**src/rtl/div_operand_sequencer.sv**
```systemverilog
// Division-path front end: assembles big-endian 16-bit operands P and Q from a
// byte stream, holds them for the divider to settle, then registers the result.
module div_operand_sequencer #(
  parameter int unsigned SETTLE_CYCLES = 1
) (
  input  logic        clk,
  input  logic        rst,
  input  logic        clear,
  input  logic [7:0]  in_byte,
  input  logic        in_valid,
  output logic        in_ready,
  output logic [15:0] op_p,
  output logic [15:0] op_q,
  input  logic [31:0] div_quotient,
  input  logic [1:0]  div_by_zero,
  output logic [31:0] res_data,
  output logic        res_err,
  output logic        res_valid,
  input  logic        res_ready,
  output logic        busy
);

  typedef enum logic [1:0] {
    LOAD,
    SETTLE,
    HOLD
  } state_e;

  localparam logic [3:0] SETTLE_INIT = 4'(SETTLE_CYCLES - 1);

  state_e      state_q, state_d;
  logic [1:0]  bcnt_q, bcnt_d;
  logic [3:0]  scnt_q, scnt_d;
  logic [15:0] op_p_q, op_p_d;
  logic [15:0] op_q_q, op_q_d;
  logic [31:0] res_data_q, res_data_d;
  logic        res_err_q, res_err_d;
  logic        res_valid_q, res_valid_d;

  // Upper error-code bit carries no meaning for this block.
  logic unused_dbz_hi;
  assign unused_dbz_hi = div_by_zero[1];

  always_ff @(posedge clk or posedge rst) begin
    if (rst) begin
      state_q     <= LOAD;
      bcnt_q      <= '0;
      scnt_q      <= '0;
      op_p_q      <= '0;
      op_q_q      <= '0;
      res_data_q  <= '0;
      res_err_q   <= 1'b0;
      res_valid_q <= 1'b0;
    end else begin
      state_q     <= state_d;
      bcnt_q      <= bcnt_d;
      scnt_q      <= scnt_d;
      op_p_q      <= op_p_d;
      op_q_q      <= op_q_d;
      res_data_q  <= res_data_d;
      res_err_q   <= res_err_d;
      res_valid_q <= res_valid_d;
    end
  end

  always_comb begin
    state_d     = state_q;
    bcnt_d      = bcnt_q;
    scnt_d      = scnt_q;
    op_p_d      = op_p_q;
    op_q_d      = op_q_q;
    res_data_d  = res_data_q;
    res_err_d   = res_err_q;
    res_valid_d = res_valid_q;

    unique case (state_q)
      LOAD: begin
        if (in_valid) begin
          unique case (bcnt_q)
            2'd0: op_p_d[15:8] = in_byte;
            2'd1: op_p_d[7:0]  = in_byte;
            2'd2: op_q_d[15:8] = in_byte;
            2'd3: op_q_d[7:0]  = in_byte;
            default: ;
          endcase
          // Counter parks at 3; it only returns to 0 on leaving HOLD or clear.
          if (bcnt_q == 2'd3) begin
            scnt_d  = SETTLE_INIT;
            state_d = SETTLE;
          end else begin
            bcnt_d = bcnt_q + 2'd1;
          end
        end
      end
      SETTLE: begin
        if (scnt_q != 4'd0) begin
          scnt_d = scnt_q - 4'd1;
        end else begin
          res_err_d   = div_by_zero[0];
          res_data_d  = div_by_zero[0] ? '0 : div_quotient;
          res_valid_d = 1'b1;
          state_d     = HOLD;
        end
      end
      HOLD: begin
        if (res_ready) begin
          res_valid_d = 1'b0;
          bcnt_d      = '0;
          state_d     = LOAD;
        end
      end
      default: state_d = LOAD;
    endcase

    // Flush overrides everything above but keeps operands and last result data.
    if (clear) begin
      state_d     = LOAD;
      bcnt_d      = '0;
      scnt_d      = '0;
      res_valid_d = 1'b0;
      op_p_d      = op_p_q;
      op_q_d      = op_q_q;
      res_data_d  = res_data_q;
      res_err_d   = res_err_q;
    end
  end

  assign in_ready  = (state_q == LOAD);
  assign busy      = (state_q != LOAD);
  assign op_p      = op_p_q;
  assign op_q      = op_q_q;
  assign res_data  = res_data_q;
  assign res_err   = res_err_q;
  assign res_valid = res_valid_q;

endmodule

```
**config.mk**
```make
export PLATFORM = sky130hd
export DESIGN_NAME = div_operand_sequencer
export DESIGN_NICKNAME = d
export VERILOG_FILES = /design/src/rtl/div_operand_sequencer.sv
export SDC_FILE = /design/constraint.sdc
export NUM_CORES = 1
export LEC_CHECK = 0
export BUFFER_PORTS_ARGS = -buffer_cell sky130_fd_sc_hd__buf_4
export CORE_UTILIZATION = 38
export DETAILED_ROUTE_END_ITERATION = 6
export GPL_ROUTABILITY_DRIVEN = 0
export PLACE_DENSITY_LB_ADDON = 0.15
export SLEW_MARGIN = 20
export SYNTH_ARGS = -nofsm -noshare
export SYNTH_HDL_FRONTEND = slang
export SYNTH_SLANG_ARGS = --single-unit
```
**constraint.sdc**
```tcl
create_clock -name clk -period 2.9 [get_ports clk]
set_clock_uncertainty 0.1 [all_clocks]
set_input_delay 0 -clock clk [delete_from_list [all_inputs] [get_ports clk]]
set_output_delay 0 -clock clk [all_outputs]
set_load 0.02 [all_outputs]
```
==> results.toml <==
[clock_tree]
cts_buffers = 9
ctsHoldBuffers = 43
postCtsSetupBuffers = 0
cts_tree = "done"
cts_buffer_depth = 2
path_clk_slew_ns = 0.08
cts.sinks = 74
clock_latency_ns = 0.34
root_buffer = "clkbuf_8"
h-tree-depth = 3
ctsResizeCount = 0

[setup_path]
critPathSlowestCell = "or3_2"
path_depth = 6
cp.arrival_ns = 2.55
crit_chain = "inv_1, ha_1, or3b_1, or3_2, buf_4, mux2_4"
cp-start-kind = "flip-flop"
reg2reg_from = "scnt_q[0]"
required_ns = 3.03
cpLargestDelayFamily = "simple AND/OR/NAND/NOR gates"
reg2regPathDepth = 6
critical_path.startpoint = "scnt_q[0]"
crit_path_max_incr_delay_ns = 0.45
cp-end-kind = "flip-flop"
worstPathMaxFanout = 33
path_buf_inv = 2
worstSetupPathType = "reg2reg"

[layout]
nets = 447
antenna_cells = 0
regArea_um2 = 1850
fin_area_um2 = 4890
multi_input_area_um2 = 1380
drive_gt1_frac = 0.521
area_delta_synth_final_pct = 45.6
nFillCells = 692

[power_and_ir_drop]
ir_drop_mv = 0.337
p_leak_nw = 2.50
intPower_w = 0.00212
power_frac_seq = 0.429
pwr-share-comb = 0.305
p_clk_frac = 0.267
switching_share = 0.312
power_density_nw_per_um2 = 630
switchingPower_w = 0.000961

[synthesis]
synthCells = 235
synth_edf_count = 0
syn_avg_cell_area_um2 = 14.3
ys_async_sr_fraction = 1.00
synth.top_cells.by_area = "dfrtp_1 55%, mux2_4 13%, mux2_2 12%"
ys_warn_count = 0
ys_seq_elements = 74
synth-main-ff-cell = "dfrtp_1"
netlist_area_um2 = 3360
synth_fp_nets = 288
ys_types = 30
yosysTopAreaCell = "dfrtp_1"
synth_top_area_share = 0.551
ys_seq_area_frac = 0.551

[timing]
hold_viol_final = 0
rsz0062_at_grt = "false"
max_freq_mhz = 413
setup_violations = 0
relSlewSlack = 0.371
fin_setup_tns_ns = 0
worstMarginPinSlew_ns = 0.943
min_period_over_period = 0.835
maxSlewViolCount = 0
fin_crit_ns = 2.42

[flow_run]
max_cap_violations = 0

[route]
route.vias.total = 2391
routedLengthMet1_mm = 3.40
viasPerCell = 4.74
antenna_left = 0
drt-pass1-iter-count = 4
route.met2.wl_mm = 3.40
first_iter_violations = 50
top_layer_used = "met4"
drc = 0
routed_wirelength_mm = 7.32
wl_met3_um = 416
wl_per_cell_um = 14.5

[placement]
hpwl_mm = 4.60
postPlaceCellArea_um2 = 4260
io_buffers = 113

[hold_path]
hold_class = "in2reg"
hp-start = "in_valid"
worstHoldPathCells = 4

[grt]
grt_max_degree = 75
grt_pass1_vias = 2346
grt_pass1_wl_mm = 11.2
grt_usage = 0.162
grt_overflow_total = 0
antenna_found_initial = 0

[floorplanning]
coreArea_um2 = 8380
ios = 115
start_util = 0.401
dieArea_um2 = 9220
fp.dieH_um = 96.0
fp-row-count = 33
die_w_um = 96.0

[status]
status = "finished clean"
## cells in the final DEF (no fill, tap or decap), types with 2 or more instances in the layout
cell type | Yosys | routed
buf_4 | 0 | 115
dfrtp_1 | 74 | 74
dlygate4sd3_1 | 0 | 43
mux2_2 | 35 | 35
nor2b_1 | 33 | 33
mux2_4 | 30 | 30
clkbuf_8 | 0 | 9
inv_1 | 9 | 8
ha_1 | 6 | 6
nand2_2 | 4 | 4
a21oi_1 | 4 | 4
nand2b_1 | 3 | 3
nand2_1 | 3 | 3
o21ai_0 | 3 | 3
or3_2 | 2 | 3
o32ai_1 | 3 | 3
a211oi_1 | 2 | 2
or4_1 | 2 | 2
or3b_2 | 2 | 2
clkinv_4 | 0 | 2
clkinv_2 | 0 | 2
## Yosys cell counts (2+ instances only)
library cell and n:
or4_1 2, nand2_1 3, buf_12 3, nor2b_1 33, nand2b_1 3, a21oi_1 4
dfrtp_1 74, mux2_2 35, o32ai_1 3, ha_1 6, clkbuf_1 5, mux2_4 30
or3_2 2, a211oi_1 2, inv_1 9, or3b_2 2, o21ai_0 3, nand2_2 4
## path summary, 6_finish.rpt
kind / end / slack, ns
setup / recovery: res_data[27] / 0.48
hold / removal: scnt_q[3] / 0.02
setup reg to reg: res_data[27] / 0.48
hold reg to reg: op_q[7] / 0.41
max in group asynchronous: res_data[14] / 1.68
min in group asynchronous: op_q[2] / 0.39
## layer usage
layer  up-vias  global-route usage
li1       1131                   -
met1      1183               0.213
met2        69               0.257
met3         8              0.0355
met4         0              0.0709
met5         -                   0
## power by group through the flow
stage                     logic (W)  registers, W  clock network [W]
after floorplan            0.000255       0.00157                  0
after global placement     0.000895       0.00133                  0
after detailed placement   0.000899       0.00134                  0
after CTS                  0.000949       0.00132           0.000846
after global routing        0.00100       0.00135           0.000891
final                      0.000939       0.00132           0.000823
## area by class of cell
| class | instances | area share |
|---|---|---|
| Inverter | 9 | 0.00691 |
| Clock inverter | 7 | 0.0159 |
| Clock buffer | 9 | 0.0253 |
| Multi-Input combinational cell | 142 | 0.282 |
| Timing Repair Buffer | 158 | 0.265 |
| Tap cell | 105 | 0.0269 |
| Sequential cell | 74 | 0.379 |
## state kept, by name, summed over array words and instances (netlist names)
| register | count |
|---|---|
| bcnt_q | 2 |
| scnt_q | 4 |
| op_q | 16 |
| res_err | 1 |
| res_data | 32 |
| op_p | 16 |
| res_valid | 1 |
| state_q | 2 |
## cells by family after synthesis
logic type	count (synthesis)	synth area share
AOI/OAI and AO/OA	15	0.0287
DFF	74	0.551
muxes	65	0.251
and+or+nand+nor	56	0.108
adders and majority gates	6	0.0224
buffers and inverters	19	0.0384
## worst reg2reg max path, delay by kind of cell (launching register included)
kind / cells / cell delay (ns)
AND/OR/NAND/NOR: 2 / 0.82
buffers and inverters: 2 / 0.43
flip-flops: 1 / 0.39
multiplexers: 1 / 0.39
adder cells (fa/ha/maj): 1 / 0.19
## per-stage QoR
stage                     setup slack [ns]  power [W]  hold slack, ns  utilization  instances
after floorplan                      0.791    0.00182          0.0505            -        235
after global placement               0.523    0.00223           0.164        0.508        445
after detailed placement             0.479    0.00224           0.166        0.508        445
after CTS                            0.467    0.00312         0.00970        0.584        504
after global routing                 0.385    0.00324          0.0539        0.584        504
final                                0.480    0.00308          0.0165        0.584        504
(Power assumes the default switching activity.)
